## config.mk

```make
export PLATFORM = sky130hd
export DESIGN_NAME = xbar_pipelined
export DESIGN_NICKNAME = d
export VERILOG_FILES = /design/src/rtl/xbar_pipelined.sv
export SDC_FILE = /design/constraint.sdc
export NUM_CORES = 1
export LEC_CHECK = 0
export CORE_MARGIN = 1.5
export CORE_UTILIZATION = 55
export DETAILED_ROUTE_END_ITERATION = 10
export PLACE_DENSITY = 0.94
export SYNTH_ARGS = -nofsm -noshare
export SYNTH_HDL_FRONTEND = slang
export SYNTH_SLANG_ARGS = --single-unit
```

## constraint.sdc

```tcl
create_clock -name clk -period 3.9 [get_ports clk]
set_clock_uncertainty 0.05 [all_clocks]
set_input_delay 0.78 -clock clk [delete_from_list [all_inputs] [get_ports clk]]
set_output_delay 0.78 -clock clk [all_outputs]
set_load 0.01 [all_outputs]
```

## src/rtl/xbar_pipelined.sv

```systemverilog
// Pipelined N x N flit crossbar: per-output grant resolution, then a registered main + skid stage per output.
// Optional per-output handshake counters (flit_cnt_o) are built when XBAR_FLIT_CNT_EN is defined.

module xbar_out_lane #(
  parameter int FLIT_W = 32
) (
  input  logic              clk,
  input  logic              rst_n,
  input  logic              xfer_i,
  input  logic [FLIT_W-1:0] flit_i,
  input  logic              ready_i,
  output logic [FLIT_W-1:0] data_o,
  output logic              valid_o,
  output logic              can_acc_o
`ifdef XBAR_FLIT_CNT_EN
  ,
  output logic [15:0]       cnt_o
`endif
);
  logic [FLIT_W-1:0] main_q, main_d, skid_q, skid_d;
  logic              main_v_q, main_v_d, skid_v_q, skid_v_d;
  logic              main_free;

  // The skid absorbs the one flit that can arrive while main is stalled,
  // so upstream ready never looks at downstream ready.
  assign can_acc_o = !skid_v_q;
  assign main_free = !main_v_q || ready_i;

  always_comb begin
    main_d   = main_q;
    main_v_d = main_v_q;
    skid_d   = skid_q;
    skid_v_d = skid_v_q;
    if (main_free) begin
      if (skid_v_q) begin
        main_d   = skid_q;
        main_v_d = 1'b1;
        skid_v_d = xfer_i;
        if (xfer_i) skid_d = flit_i;
      end else begin
        main_v_d = xfer_i;
        if (xfer_i) main_d = flit_i;
      end
    end else if (xfer_i) begin
      skid_d   = flit_i;
      skid_v_d = 1'b1;
    end
  end

  always_ff @(posedge clk or negedge rst_n) begin
    if (!rst_n) begin
      main_q   <= '0;
      main_v_q <= 1'b0;
      skid_q   <= '0;
      skid_v_q <= 1'b0;
    end else begin
      main_q   <= main_d;
      main_v_q <= main_v_d;
      skid_q   <= skid_d;
      skid_v_q <= skid_v_d;
    end
  end

  assign data_o  = main_q;
  assign valid_o = main_v_q;

`ifdef XBAR_FLIT_CNT_EN
  logic [15:0] cnt_q, cnt_d;

  always_comb begin
    cnt_d = cnt_q;
    if (main_v_q && ready_i && cnt_q != 16'hFFFF) cnt_d = cnt_q + 16'd1;
  end

  always_ff @(posedge clk or negedge rst_n) begin
    if (!rst_n) cnt_q <= '0;
    else        cnt_q <= cnt_d;
  end

  assign cnt_o = cnt_q;
`endif
endmodule

module xbar_pipelined #(
  parameter int PORT_NUM = 5,
  parameter int FLIT_W   = 32,
  parameter int SEL_W    = $clog2(PORT_NUM)
) (
  input  logic                       clk,
  input  logic                       rst_n,
  input  logic [PORT_NUM*FLIT_W-1:0] data_i,
  input  logic [PORT_NUM-1:0]        valid_i,
  output logic [PORT_NUM-1:0]        ready_o,
  input  logic [PORT_NUM*SEL_W-1:0]  sel_i,
  input  logic [PORT_NUM-1:0]        sel_valid_i,
  output logic [PORT_NUM*FLIT_W-1:0] data_o,
  output logic [PORT_NUM-1:0]        valid_o,
  input  logic [PORT_NUM-1:0]        ready_i,
  output logic                       conflict_o,
  output logic                       sel_err_o
`ifdef XBAR_FLIT_CNT_EN
  ,
  output logic [PORT_NUM*16-1:0]     flit_cnt_o
`endif
);
  localparam logic [SEL_W:0] PN = PORT_NUM[SEL_W:0];

  logic [PORT_NUM-1:0][FLIT_W-1:0] din, in_d;
  logic [PORT_NUM-1:0][SEL_W-1:0]  sel;
  logic [PORT_NUM-1:0]             eff, win, in_v, xfer, can_acc, bad;
  logic [PORT_NUM-1:0]             rdy;
  logic                            conflict_q, conflict_d, sel_err_q, sel_err_d;

  always_comb begin
    for (int i = 0; i < PORT_NUM; i++) begin
      din[i] = data_i[i*FLIT_W +: FLIT_W];
      sel[i] = sel_i[i*SEL_W +: SEL_W];
    end
  end

  // Lowest-indexed output keeps a contested input; higher ones are masked.
  always_comb begin
    for (int o = 0; o < PORT_NUM; o++) begin
      bad[o] = sel_valid_i[o] && !({1'b0, sel[o]} < PN);
      eff[o] = sel_valid_i[o] && ({1'b0, sel[o]} < PN);
    end
    for (int o = 0; o < PORT_NUM; o++) begin
      win[o] = eff[o];
      for (int p = 0; p < o; p++)
        if (eff[p] && sel[p] == sel[o]) win[o] = 1'b0;
    end
  end

  always_comb begin
    rdy = '0;
    for (int o = 0; o < PORT_NUM; o++) begin
      in_d[o] = '0;
      in_v[o] = 1'b0;
      for (int i = 0; i < PORT_NUM; i++) begin
        if (sel[o] == SEL_W'(i)) begin
          in_d[o] = din[i];
          in_v[o] = valid_i[i];
          if (win[o] && can_acc[o]) rdy[i] = 1'b1;
        end
      end
      xfer[o] = win[o] && in_v[o] && can_acc[o];
    end
  end

  assign ready_o    = rdy;
  assign conflict_d = |(eff & ~win);
  assign sel_err_d  = |bad;

  always_ff @(posedge clk or negedge rst_n) begin
    if (!rst_n) begin
      conflict_q <= 1'b0;
      sel_err_q  <= 1'b0;
    end else begin
      conflict_q <= conflict_d;
      sel_err_q  <= sel_err_d;
    end
  end

  assign conflict_o = conflict_q;
  assign sel_err_o  = sel_err_q;

  for (genvar o = 0; o < PORT_NUM; o++) begin : g_lane
    xbar_out_lane #(.FLIT_W(FLIT_W)) u_lane (
      .clk      (clk),
      .rst_n    (rst_n),
      .xfer_i   (xfer[o]),
      .flit_i   (in_d[o]),
      .ready_i  (ready_i[o]),
      .data_o   (data_o[o*FLIT_W +: FLIT_W]),
      .valid_o  (valid_o[o]),
      .can_acc_o(can_acc[o])
`ifdef XBAR_FLIT_CNT_EN
      ,
      .cnt_o    (flit_cnt_o[o*16 +: 16])
`endif
    );
  end
endmodule

```

After elaboration in Yosys (flattened, before gate mapping)
Index checks and enable logic that the tools add are counted.

Register bits after elaboration: 332. Latch bits: 0. Bits in writable memories: 0. Memory bits (read-only): 0. Input bits: 192. Word-level logic and storage cells: 292. Memories: 0.

Add/subtract/negate cells: 0. Multipliers: 0. Div/mod/pow operators: 0. Order comparisons: 5. Equal/unequal tests: 35. Shifts and indexed selects: 0. Mux-type cells: 151. Bitwise gates (word level): 2. Reductions and logical operators: 77.

Operators by type and width (number): $mux 32 (50); $mux 1 (101); $logic_and 1x1->1 (35); $eq 3x2->1 const B (10); $eq 3x3->1 (10); $reduce_bool 2->1 (10); $eq 3x1->1 const B (5); $eq 3x3->1 const B (5); $logic_not 1->1 (15); $logic_not 3->1 (5); $lt 3x3->1 const B (5); $ne 2x1->1 const B (5); $reduce_and 2->1 (5); $reduce_or 5->1 (2); $and 5x5->5 (1); $logic_or 1x1->1 (5); $not 5->5 (1).

Depth between registers and ports, before layout
Depth after elaboration: 13. Gate-level depth with buffers: 10.

Cells and area by module
Synthesis repeated with hierarchy kept, for this count alone.

Cell total of the unflattened synthesis: 1861. Area total of the unflattened synthesis: 23472.5 um^2.

Modules (own cells, without submodules): xbar_out_lane (times used 5, cells each 179, area each 3304.4 um^2, sequential area each 1651.6 um^2); xbar_pipelined (times used 1, cells each 966, area each 6950.4 um^2, sequential area each 50.0 um^2).

Least setup slack after synthesis
OpenSTA, ideal clock, no wires.

Path kind: in2out. Start point: input sel_i[0]. End point: output ready_o[2]. Arrival time: 2.491 ns. Required time: 3.070 ns. Path slack: 0.579 ns. Stages: 9. Buffers on the path: 5. Path through: buf_4 > buf_2 > buf_2 > buf_4 > buf_2 > nand3b_1 > o31ai_1 > a41oi_1 > o311ai_0.

Longest elaborated chain between the ends: 13.

RTL lines: start, declared (RTL line 94) `input logic [PORT_NUM*SEL_W-1:0] sel_i,`; $lt 3x3->1 (RTL line 125) `eff[o] = sel_valid_i[o] && ({1'b0, sel[o]} < PN);`; $logic_and 1x1->1 (RTL line 125); $logic_and 1x1->1, on equally long branches (RTL line 143, 130); $mux 1, on equally long branches (RTL line 143, 130); $mux 1 or $logic_and 1x1->1 (tied branches) (RTL line 140, 143); $mux 1 (RTL line 143) `if (win[o] && can_acc[o]) rdy[i] = 1'b1;`; $mux 1 (RTL line 140) `if (sel[o] == SEL_W'(i)) begin`; $mux 1 (RTL line 143); $mux 1 (RTL line 140); $mux 1 (RTL line 143); $mux 1 (RTL line 140); $mux 1 (RTL line 143); $mux 1 * (RTL line 140); end, declared (RTL line 93) `output logic [PORT_NUM-1:0] ready_o,`.

Every way passes the cells marked *; elsewhere a longest branch is shown, timed or not.

Worst setup path after layout
Start point: input sel_i[8]. End point: output ready_o[2].

Longest elaborated chain between the ends: 11.

RTL lines: $lt 3x3->1 or $eq 3x3->1 (tied branches) (RTL line 125, 130); $logic_and 1x1->1, on equally long branches (RTL line 125, 130); $mux 1 (2 in a row) (RTL line 130) `if (eff[p] && sel[p] == sel[o]) win[o] = 1'b0;`; $logic_and 1x1->1 (RTL line 143); $mux 1 (RTL line 143); $mux 1 (RTL line 140); $mux 1 (RTL line 143); $mux 1 (RTL line 140); $mux 1 (RTL line 143); $mux 1 * (RTL line 140).

Marked as above.

==> impl_metrics.toml <==
[placement]
hpwl_um = 60300
portBuffers = 363
pre_cts_ws_ns = -0.0750
dp_cells = 3002
place_congestion = 0.960
place_area_sq_um = 25900

[route]
first_pass_iters = 6
wl_um = 86800
drc = 0
first_iter_violations = 2848
drtAntennaViolNets = 0
viasPerCell = 6.97
routedWlPerCell_um = 28.2
vias = 21400

[layout]
finalNetCount = 2717
fin_util_pct = 70.5
fin_cells = 3074
final.fill_count = 2758
seq_area_sq_um = 8320
multiInputGateArea_sq_um = 12300
areaGrowthSynthToFinish_pct = 26.2
drive_gt1_share_pct = 13.5
design_area_sq_um = 27300

[synthesis]
synth_cell_type_count = 68
synthArstFlopShare_pct = 100
synth.net_count = 2424
synth_warnings = 0
synth_common_cells = "dfrtp_1 (332), nand2_1 (216), nor2_1 (175)"
syn_area_sq_um = 21600
synthTopCellsByArea = "dfrtp_1 (38%), mux4_2 (7.2%), mux2_1 (6.1%)"
synth_most_common_cell = "dfrtp_1"
synth_ff_type = "dfrtp_1"
yosysSeqAreaShare_pct = 38.4
synth_top_area_share_pct = 38.4
yosysTopAreaCell = "dfrtp_1"
synthCells = 2232
synth_edf_count = 0
avgSynthCellArea_sq_um = 9.69
synth.ff_latch_count = 332

[floorplan]
rows = 72
ioPinCount = 364
start_util_pct = 55.8
core-area_sq_um = 38700
chipHeight_um = 201
die_w_um = 201
die_area_sq_um = 40500

[clock_network]
clk_pin_slew_worst_paths_ns = 0.06
clock_latency_ns = 0.59
clock-sinks = 332
cts_buffers = 38
cts_root_buf = "clkbuf_16"
htreeDepth = 2
cts_hold_buf = 0
clockBufferDepth = 3
cts_tree = "built"

[flow_run]
drv_cap = 0

[grt]
grt_pass1_vias = 21000
grt_first_pass_wirelength_um = 130000
overflow = 0
grt_max_degree = 101
grtUsageTotal_pct = 42.3
antenna_found_initial = 2

[power]
p_leak_nw = 11.6
finalPower_mw = 12.8
ir_drop_v = 0.000418
pwr_density_cell_nw_per_um2 = 468

[sta]
slew_headroom_pct = 9.67
fin_crit_sh_pct = 96.0
slew_violations = 0
fin_ws_ns = 0.156
setup_tns_ns = 0
holdWs_ns = 0.177
min_period_ns = 3.74
rsz0062_at_grt = "false"
setup_viol = 0
finalHoldViolations = 0
clock.fmax_ghz = 0.267
worst_slew_pin_slew_ns = 1.35

[worst_setup_path]
startpoint_type = "primary input"
r2r_end = "g_lane[0].u_lane.skid_q[24]"
reg2reg_depth = 4
timing.critical_path.to = "ready_o[2]"
critPathCaptureType = "output pin"
cp-startpoint = "sel_i[8]"
worstPathRequired_ns = 3.07
timing.reg2reg.setup_slack_ns = 1.55
path_max_fanout = 4
crit_arrival_ns = 2.91
worstReg2RegStart = "g_lane[0].u_lane.skid_v_q"
critical_path_class = "in -> out"

[outcome]
status = "completed"

[worst_hold_path]
hold_class = "in -> async"
==> worst max-delay path: stages <==
cell,delay [ns]
clkdlybuf4s50_1,0.54
o21ai_2,0.14
nand2_2,0.11
nor4_2,0.39
nor3_4,0.11
buf_4,0.16
a41oi_1,0.20
o311ai_0,0.16
dlygate4sd2_1,0.32
==> worst min-delay path by stage <==
| stage | cells after the start | endpoint | startpoint |
|---|---|---|---|
| final | 1 | g_lane[0].u_lane.data_o[27] | rst_n |
| after global routing | 1 | g_lane[0].u_lane.data_o[27] | rst_n |
| after CTS | 1 | g_lane[0].u_lane.data_o[27] | rst_n |
| after detailed placement | 2 | g_lane[0].u_lane.skid_q[21] | g_lane[0].u_lane.skid_q[21] |
| after global placement | 2 | g_lane[0].u_lane.skid_q[5] | g_lane[0].u_lane.skid_q[5] |
| after floorplan | 2 | g_lane[0].u_lane.skid_q[0] | g_lane[0].u_lane.skid_q[0] |
==> state kept, by name, summed over array words and instances, names as in the netlist <==
signal,flops
g_lane.u_lane.data_o,160
g_lane.u_lane.skid_q,160
g_lane.u_lane.skid_v_q,5
g_lane.u_lane.valid_o,5
conflict_o,1
sel_err_o,1
==> cells by family (layout without fill, tap and decap cells) <==
| family | after synthesis | in the layout | share of synthesized area, % |
|---|---|---|---|
| other cells | 0 | 1 | 0 |
| mux | 357 | 357 | 21.4 |
| simple gates | 596 | 596 | 13.0 |
| compound gates | 675 | 675 | 20.9 |
| flops | 332 | 332 | 38.4 |
| buf+inv | 243 | 566 | 5.14 |
| xor+xnor | 29 | 29 | 1.17 |
==> final cells by class <==
cell class,instances,share of cell area [%]
clock inverters,17,0.830
multi-input cells,1657,45.2
repair buffers,481,17.0
clock buffers,53,3.98
diodes,1,0.00917
flip-flops and latches,332,30.5
well taps,518,2.37
inverters,15,0.206
==> layout by cell type (no fill, tap or decap), types with 6 or more instances in the layout <==
cell             instances
and3_1                  38
a22o_1                  32
clkbuf_1                 7
o21a_1                  28
xnor2_1                 14
clkbuf_8                 8
clkinvlp_4               6
o2bb2ai_1               43
xor2_1                  15
buf_4                  109
nor2b_1                 33
mux2_1                 117
o21ai_0                146
buf_12                  12
o21ai_1                 15
nor2_1                 173
o211ai_1                31
mux2i_1                130
mux2_2                  41
nand2_1                215
a22oi_1                 93
a2bb2oi_1               46
dfrtp_1                327
or4_1                   30
nand2b_1                10
buf_2                    7
nand3_1                 44
clkdlybuf4s50_1        346
o22a_1                  24
a221oi_1                30
mux4_2                  69
clkbuf_16               38
a21oi_1                158
inv_1                   12
==> per-layer routing <==
layer	up-vias	GRT usage, %	wire, um
li1	8887	-	-
met1	10400	52.8	30100
met2	1737	64.2	38300
met3	431	13.9	12100
met4	0	25.1	6290
met5	-	0	0
==> power by group <==
part	switching, mW	internal, mW
clock	1.60	2.18
combinational	2.02	1.96
sequential	0.656	4.36
==> repair_timing <==
action | in CTS | in global routing
pin swaps | 0 | 2
gates resized for setup | 4 | 11
endpoints found under the setup margin | 4 | 2
buffers inserted | 1 | 0
Note: power is estimated with default switching activity, not from simulation.
